`src/rtl/crossy_pkg.sv`:
```
// crossy_pkg: shared constants and types for the road-crossing game.
//   ScreenWidth/CarWidth/CarHeight : sprite geometry in pixels
//   TravelDist                     : distance a car covers before it is fully off-screen
//   car_type_t                     : sprite selector (CAR_0..CAR_2)
//   spawner_state_t                : lane_spawner FSM states
package crossy_pkg;

  localparam int unsigned ScreenWidth = 640;
  localparam int unsigned CarWidth    = 48;
  localparam int unsigned CarHeight   = 26;
  localparam int unsigned TravelDist  = ScreenWidth + CarWidth;

  typedef enum logic [1:0] {CAR_0, CAR_1, CAR_2} car_type_t;

  typedef enum logic [1:0] {IDLE, WAIT, ACTIVE} spawner_state_t;

  // Random 2-bit value to sprite type; the unused code 3 folds onto CAR_0.
  function automatic car_type_t map_type(logic [1:0] raw);
    return (raw == 2'd3) ? CAR_0 : car_type_t'(raw);
  endfunction

  // Random 3-bit value to speed; a stationary car is never produced.
  function automatic logic [2:0] map_speed(logic [2:0] raw);
    return (raw == 3'd0) ? 3'd1 : raw;
  endfunction

endpackage

```
`src/rtl/lfsr16.sv`:
```
// lfsr16: 16-bit Fibonacci LFSR, polynomial x^16+x^14+x^13+x^11+1.
//   FrameClk : clock
//   Reset    : asynchronous active-high reset, loads Seed (0 replaced by 1)
//   Enable   : advance one step on this edge
//   Q        : current register value
module lfsr16 #(
  parameter logic [15:0] Seed = 16'hACE1
) (
  input  logic        FrameClk,
  input  logic        Reset,
  input  logic        Enable,
  output logic [15:0] Q
);

  // An all-zero LFSR would lock up forever.
  localparam logic [15:0] SeedSafe = (Seed == 16'h0000) ? 16'h0001 : Seed;

  logic [15:0] q_q;
  logic        feedback;

  assign feedback = q_q[15] ^ q_q[13] ^ q_q[12] ^ q_q[10];

  always_ff @(posedge FrameClk or posedge Reset) begin
    if (Reset) begin
      q_q <= SeedSafe;
    end else if (Enable) begin
      q_q <= {q_q[14:0], feedback};
    end
  end

  assign Q = q_q;

endmodule

```
`src/rtl/lane_spawner.sv`:
```
// lane_spawner: traffic controller for one road lane. Decides when a car
// appears, its sprite type and speed, tracks its travelled distance and
// retires it once it has crossed the screen.
//   FrameClk    : frame-rate clock
//   Reset       : asynchronous active-high reset
//   GameEnable  : 1 = run, 0 = freeze every register
//   SpawnEnable : car present and moving
//   FaceLeft    : constant LeftBound
//   Type        : sprite type 0..2
//   Speed       : pixels per frame 1..7
//   SpawnY      : constant LaneY
// Build option: define SPEED_RAMP_EN to add a speed floor that rises by one
// after every 8th completed car (saturating at 7).
module lane_spawner
  import crossy_pkg::*;
#(
  parameter logic [9:0]  LaneY     = 10'd0,
  parameter logic        LeftBound = 1'b0,
  parameter logic [7:0]  MinGap    = 8'd10,
  parameter logic [15:0] Seed      = 16'hACE1
) (
  input  logic       FrameClk,
  input  logic       Reset,
  input  logic       GameEnable,
  output logic       SpawnEnable,
  output logic       FaceLeft,
  output logic [1:0] Type,
  output logic [2:0] Speed,
  output logic [9:0] SpawnY
);

  localparam logic [10:0] TravelDist11 = 11'(TravelDist);

  spawner_state_t state_q, state_d;
  logic [8:0]     gap_cnt_q, gap_cnt_d;
  logic [10:0]    dist_q, dist_d;
  car_type_t      type_q, type_d;
  logic [2:0]     speed_q, speed_d;

  logic [15:0]    lfsr;
  logic [8:0]     new_gap;
  logic [10:0]    dist_sum;
  logic           at_end;
  logic [2:0]     spawn_speed;
  logic           unused_lfsr;

  lfsr16 #(
    .Seed (Seed)
  ) u_lfsr (
    .FrameClk (FrameClk),
    .Reset    (Reset),
    .Enable   (GameEnable),
    .Q        (lfsr)
  );

  assign unused_lfsr = ^lfsr[15:10];

  assign new_gap  = {1'b0, MinGap} + {4'b0, lfsr[9:5]};
  assign dist_sum = dist_q + {8'b0, speed_q};
  assign at_end   = (dist_sum >= TravelDist11);

`ifdef SPEED_RAMP_EN
  logic [2:0] car_cnt_q;
  logic [2:0] floor_q;
  logic [2:0] lfsr_speed;
  logic       car_done;

  assign lfsr_speed  = map_speed(lfsr[4:2]);
  assign spawn_speed = (lfsr_speed < floor_q) ? floor_q : lfsr_speed;
  assign car_done    = GameEnable && (state_q == ACTIVE) && at_end;

  always_ff @(posedge FrameClk or posedge Reset) begin
    if (Reset) begin
      car_cnt_q <= 3'd0;
      floor_q   <= 3'd1;
    end else if (car_done) begin
      car_cnt_q <= car_cnt_q + 3'd1;
      // car_cnt_q wrapping from 7 marks the 8th completed car.
      if ((car_cnt_q == 3'd7) && (floor_q != 3'd7)) begin
        floor_q <= floor_q + 3'd1;
      end
    end
  end
`else
  assign spawn_speed = map_speed(lfsr[4:2]);
`endif

  always_ff @(posedge FrameClk or posedge Reset) begin
    if (Reset) begin
      state_q   <= IDLE;
      gap_cnt_q <= 9'd0;
      dist_q    <= 11'd0;
      type_q    <= CAR_0;
      speed_q   <= 3'd1;
    end else begin
      state_q   <= state_d;
      gap_cnt_q <= gap_cnt_d;
      dist_q    <= dist_d;
      type_q    <= type_d;
      speed_q   <= speed_d;
    end
  end

  always_comb begin
    state_d   = state_q;
    gap_cnt_d = gap_cnt_q;
    dist_d    = dist_q;
    type_d    = type_q;
    speed_d   = speed_q;
    if (GameEnable) begin
      case (state_q)
        IDLE: begin
          state_d   = WAIT;
          gap_cnt_d = new_gap;
        end
        WAIT: begin
          // A zero gap (MinGap 0, random part 0) spawns on the next edge too.
          if (gap_cnt_q <= 9'd1) begin
            state_d   = ACTIVE;
            gap_cnt_d = 9'd0;
            type_d    = map_type(lfsr[1:0]);
            speed_d   = spawn_speed;
            dist_d    = 11'd0;
          end else begin
            gap_cnt_d = gap_cnt_q - 9'd1;
          end
        end
        ACTIVE: begin
          if (at_end) begin
            state_d   = WAIT;
            gap_cnt_d = new_gap;
            dist_d    = 11'd0;
          end else begin
            dist_d = dist_sum;
          end
        end
        default: state_d = IDLE;
      endcase
    end
  end

  // Derived from the state register so an asynchronous reset drops it at once.
  assign SpawnEnable = (state_q == ACTIVE);
  assign FaceLeft    = LeftBound;
  assign Type        = type_q;
  assign Speed       = speed_q;
  assign SpawnY      = LaneY;

endmodule
```
`config.mk`:
```
export PLATFORM = sky130hd
export DESIGN_NAME = lane_spawner
export DESIGN_NICKNAME = d
export VERILOG_FILES = /design/src/rtl/crossy_pkg.sv /design/src/rtl/lfsr16.sv /design/src/rtl/lane_spawner.sv
export SDC_FILE = /design/constraint.sdc
export NUM_CORES = 1
export LEC_CHECK = 0
export CORE_MARGIN = 10
export CORE_UTILIZATION = 55
export CTS_CLUSTER_DIAMETER = 100
export DETAILED_ROUTE_END_ITERATION = 10
export GPL_TIMING_DRIVEN = 0
export PLACE_DENSITY = 0.76
export RECOVER_POWER = 50
export SLEW_MARGIN = 40
export SYNTH_ARGS = -nofsm -noshare
export SYNTH_HDL_FRONTEND = slang
export SYNTH_SLANG_ARGS = --single-unit
```
`constraint.sdc`:
```
create_clock -name FrameClk -period 3.9 [get_ports FrameClk]
set_input_delay 0.78 -clock FrameClk [delete_from_list [all_inputs] [get_ports FrameClk]]
set_output_delay 0.78 -clock FrameClk [all_outputs]
set_load 0.005 [all_outputs]
```
======== After elaboration in Yosys (flattened, before gate mapping) ========
Cells that the tools add are included.
storage, ports and cells
  register bits ........................... 43
  output and inout port bits .............. 17
  word-level logic and storage cells ...... 38
cells by class
  add/sub/neg operators ................... 3
  magnitude comparators ................... 2
  equality and inequality tests ........... 5
  mux-type cells .......................... 11
  bitwise gates (word level) .............. 3
  reductions and logical operators ........ 8
operators by type and width
  cell                    count
  $pmux W9 S3             1
  $mux W11                2
  $pmux W11 S2            1
  $mux W9                 2
  $reduce_and A3 Y1       4
  $add A11 B3 Y11         1
  $ge A11 B10 Y1 const B  1
  $le A9 B1 Y1 const B    1
  $sub A9 B1 Y9 const B   1
  $add A4 B5 Y6 const A   1
  $mux W2                 3
  $pmux W2 S3             1
  $eq A2 B2 Y1 const B    2
  $logic_not A3 Y1        1
  $mux W3                 1
  $reduce_bool A3 Y1      1
  $xor A1 B1 Y1           3
  $eq A2 B1 Y1 const B    1
  $logic_not A2 Y1        1
  $ne A2 B1 Y1 const B    1
  $ne A2 B2 Y1 const B    1
  $reduce_bool A2 Y1      1

======== Logic depth before layout (Yosys ltp) ========
  depth after elaboration ................. 4
  mapped depth ............................ 11

======== Hierarchy ========
A second synthesis with hierarchy kept.
second synthesis, totals
  cell total of the unflattened synthesis .. 234
  area, all modules ....................... 2468.6 µm²
by module, submodules not included
  module        instances  cells each  area each (µm²)
  lane_spawner  1          195         1789.2
  lfsr16        1          39          679.4

======== Least setup slack after synthesis ========
OpenSTA, ideal clock, no wires.
  kind .................................... reg-to-reg
  start ................................... register speed_q[0], in the netlist Speed[0]
  end ..................................... register gap_cnt_q[2]
  arrival ................................. 2.482 ns
  data required time ...................... 3.765 ns
  setup slack ............................. 1.283 ns
  cell stages (with the launch flop) ...... 11
  path buffers ............................ 1
  clock period less this slack ............ 2.617 ns
  cells stage by stage .................... dfstp_2 -> ha_1 -> inv_1 -> fa_1 -> nor2b_1 -> o2111ai_1 -> mux2i_1 -> nand2_1 -> o211ai_1 -> clkbuf_1 -> o21ai_0
on the way
  cells in the longest elaborated chain, start to end .. 4
ends and longest elaborated chain
  what                         line                 text
  start, declared              lane_spawner.sv:38   logic [2:0] speed_q, speed_d;
  start signal, assigned       lane_spawner.sv:100  speed_q <= speed_d;
  $add A11 B3 Y11              lane_spawner.sv:59   assign dist_sum = dist_q + {8'b0, speed_q};
  $ge A11 B10 Y1               lane_spawner.sv:60   assign at_end = (dist_sum >= TravelDist11);
  $ne A2 B1 Y1 (no line)       n/a
  $reduce_and A3 Y1 (no line)  n/a
  end signal, assigned         lane_spawner.sv:97   gap_cnt_q <= gap_cnt_d;
  end, declared                lane_spawner.sv:35   logic [8:0] gap_cnt_q, gap_cnt_d;
No other way between the ends.
A chain may end at the register's enable or synchronous reset.

======== Worst setup path in the final report ========
  start ................................... register speed_q[0], in the netlist Speed[0]
  end ..................................... register gap_cnt_q[1]
The elaborated chain is that of the path after synthesis.

==> impl_metrics.csv <==
group,metric,value,unit
clock_tree,clk_path_buf_depth,2,
floorplanning,io_pins,20,
critical_path,path_max_fanout,10,
route,wl,4530,um
route,drc,0,
pwr,seqPwrFrac,0.486,
clock_tree,clock-root-buffer,"clkbuf_8",
clock_tree,hold_buffers,0,
min_path,min_path_type,"register to register",
timing,worst_pin_slew,1800,ps
critical_path,worst_r2r_path_depth,11,
pwr,leakagePower,1.14,nW
route,avgRoutedWirePerCell,13.9,um
critical_path,arrival,3550,ps
timing,finalSetupViolations,0,
final_layout,drive_above_1_share,0.185,
pwr,swShare,0.352,
synthesis,ys.flop_type,"dfrtp_1",
critical_path,reg2reg_slack,570,ps
timing,finalHoldViolCount,0,
timing,max_freq,300,MHz
critical_path,worstPathRequired,4120,ps
min_path,hold_path_depth,2,
pwr,power_density,614,nW/um^2
final_layout,fin_nets,285,
place,globalplace.congestion,0.848,
clock_tree,clk_pin_slew,90,ps
clock_tree,cts_setup_buffers,0,
pwr,p_clk_frac,0.183,
critical_path,crit_path_start_kind,"register",
timing,holdWs,502,ps
synthesis,synth-async-reset-ratio,1.00,
timing,period_minus_slack,3330,ps
route,vias,1795,
floorplanning,die_y,86.0,um
critical_path,crit_buf_inv,2,
synthesis,synth_edf_count,0,
global_route,grt_usage,0.128,
pwr,internal_power,1.07,mW
clock_tree,post_cts_resize_count,0,
critical_path,crit_chain,"ha_1 -> inv_1 -> fa_1 -> nor2b_1 -> o2111ai_1 -> xor2_1 -> nand2_1 -> o211ai_1 -> clkbuf_1 -> nor2_1 -> a21oi_1",
clock_tree,clkLatencyLatePin,290,ps
critical_path,crit_slowest_cell,"dfstp_2",
global_route,grt.overflow.total,0,
synthesis,syn_inst,250,
place,dp_slack,725,ps
synthesis,ys_ff_latch,43,
clock_tree,cts_tree,"yes",
place,portBuffers,8,
clock_tree,clock_sinks,43,
pwr,peakVddDrop,0.459,mV
timing,worst_slack,570,ps
timing,finalMaxSlewViolations,44,
run_status,status,"complete, but fails checks",
global_route,grt_pass1_wl,7920,um
place,dp_hpwl,3250,um
timing,skew,6.99,ps
timing,slew_headroom,-0.210,
critical_path,cp-end-kind,"register",
timing,setup_tns,0,ps
critical_path,regToRegEndpoint,"gap_cnt_q[1]$_DFFE_PP0P_",
global_route,grt_max_degree,44,
min_path,holdCritStartpoint,"dist_q[2]$_DFFE_PP0P_",
timing,period_share,0.854,
run_status,violations,"max-capacitance violations, max-slew violations",
route,postRouteAntennaNets,0,
floorplanning,fp-row-count,23,
pwr,switchingPower,580,uW
floorplanning,dieWidth,86.0,um
final_layout,mostFrequentLayoutCell,"dfrtp_1",
clock_tree,cts_made_buffers,5,
synthesis,synth_area,2390,um^2
clock_tree,htreeDepth,2,
synthesis,yosysWarnings,0,
timing,rsz0062_at_grt,"no",
route,first_pass_iters,4,
route,dr.first_iter.drc_count,106,
floorplanning,die_area,7390,um^2
final_layout,antenna_cells,0,
run,cap_violations,1,
synthesis,synth_cell_types,43,
final_layout,area_delta_synth_final,12.1,%
critical_path,cp_top_family,"compound AO/OA/AOI/OAI gates",
critical_path,slowest_delay,560,ps
synthesis,seq_area_frac_synth,0.454,
global_route,grt_pass1_vias,1763,
global_route,antenna_found_initial,0,
pwr,pwr-share-comb,0.331,
floorplanning,start_util,0.582,
min_path,min_to,"dist_q[2]$_DFFE_PP0P_",
final_layout,mostFrequentLayoutCells,"34 x dfrtp_1, 28 x nand2_1, 19 x a21oi_1, 17 x nor2_1, 17 x o21ai_0",
synthesis,synth.avg_cell_area,9.58,um^2
route,drt-vias-per-instance,5.51,
critical_path,crit_type,"register to register",
floorplanning,core,4120,um^2
critical_path,rr_startpoint,"Speed[0]$_DFFE_PP1P_",
[how the worst max path moves through the flow]
stage                                           to            startpoint  slack, ps  cells after the start
after floorplan           gap_cnt_q[2]$_DFFE_PP0P_  Speed[0]$_DFFE_PP1P_       1280                     10
after detailed placement  gap_cnt_q[2]$_DFFE_PP0P_  Speed[0]$_DFFE_PP1P_        720                     10
final                     gap_cnt_q[1]$_DFFE_PP0P_  Speed[0]$_DFFE_PP1P_        570                     11
after CTS                 gap_cnt_q[2]$_DFFE_PP0P_  Speed[0]$_DFFE_PP1P_        620                     10
after global routing      gap_cnt_q[1]$_DFFE_PP0P_  Speed[0]$_DFFE_PP1P_        250                     11
after global placement    gap_cnt_q[2]$_DFFE_PP0P_  Speed[0]$_DFFE_PP1P_        780                     10
[worst reg2reg max path, stage by stage (launching register included)]
cell       delay, ps
dfstp_2          560
ha_1             190
inv_1             60
fa_1             370
nor2b_1          380
o2111ai_1        190
xor2_1           270
nand2_1          120
o211ai_1         480
clkbuf_1         400
nor2_1           100
a21oi_1          130
[layout make-up]
cell class              count  area (um^2)
clock inverters             2         16.3
multi-input cells         186         1190
repair buffers              8         80.1
inverters                   9         35.0
clock buffers               6         82.6
well taps                  50         62.6
flip-flops and latches     43         1090
fillers                   341         1430
plain buffers              22          126
[sequential cells by signal, summed over array words and instances (netlist names)]
signal     count
dist_q        11
Speed          3
gap_cnt_q      9
Type           2
u_lfsr.Q      16
state_q        2
[synthesized netlist by cell type (2+ instances only)]
cell	count	area (um^2)
o21ai_0	17	85.1
or2_2	2	12.5
dfrtp_1	34	851
xnor2_1	7	61.3
ha_1	6	75.1
nor2b_1	4	25.0
mux2_2	16	180
a21oi_1	19	95.1
buf_2	2	10.0
nand2b_1	2	12.5
nand3_1	3	15.0
o211ai_1	2	15.0
nand2_1	28	105
and3_1	2	12.5
nand3b_1	2	15.0
or4_1	3	22.5
a31oi_1	3	18.8
or3_1	4	25.0
and2_1	2	12.5
a21o_1	8	60.1
nor2_1	17	63.8
dfstp_2	9	236
o2111ai_1	2	17.5
nor4_1	3	18.8
inv_1	9	33.8
buf_4	11	82.6
o31ai_1	5	37.5
clkbuf_1	8	30.0
a211oi_1	2	15.0
nor3_1	5	25.0
[power by group through the flow]
stage | clock [mW] | sequential [mW] | combinational [mW]
5_1_grt | 0.321 | 0.828 | 0.620
3_5_place_dp | 0 | 0.808 | 0.549
6_report | 0.301 | 0.801 | 0.545
4_1_cts | 0.309 | 0.798 | 0.554
3_3_place_gp | 0 | 0.798 | 0.534
2_1_floorplan | 0 | 0.770 | 0.413
[kinds of logic after synthesis]
family / share of synthesized area
muxes: 0.0794
adders and majority gates: 0.0397
and+or+nand+nor: 0.164
AOI/OAI and AO/OA: 0.166
other: 0.00157
buffers and inverters: 0.0669
xor gates and xnor gates: 0.0293
DFF: 0.454
[layer usage]
metal / global-route usage / routed length [um] / up-vias
met1: 0.157 / 2100 / 830
met4: 0.0479 / 26 / 0
met2: 0.207 / 2110 / 54
met3: 0.0350 / 291 / 4
li1: - / - / 907
met5: 0 / 0 / -
[per-stage QoR]
stage,std cells,util,instance area [um^2],power [mW]
floorplan,260,-,2430,1.18
CTS,326,0.650,2680,1.66
global placement,318,0.626,2570,1.33
detailed placement,318,0.626,2580,1.36
finish,326,0.652,2680,1.65
global route,326,0.652,2680,1.77
(Power assumes the default switching activity.)
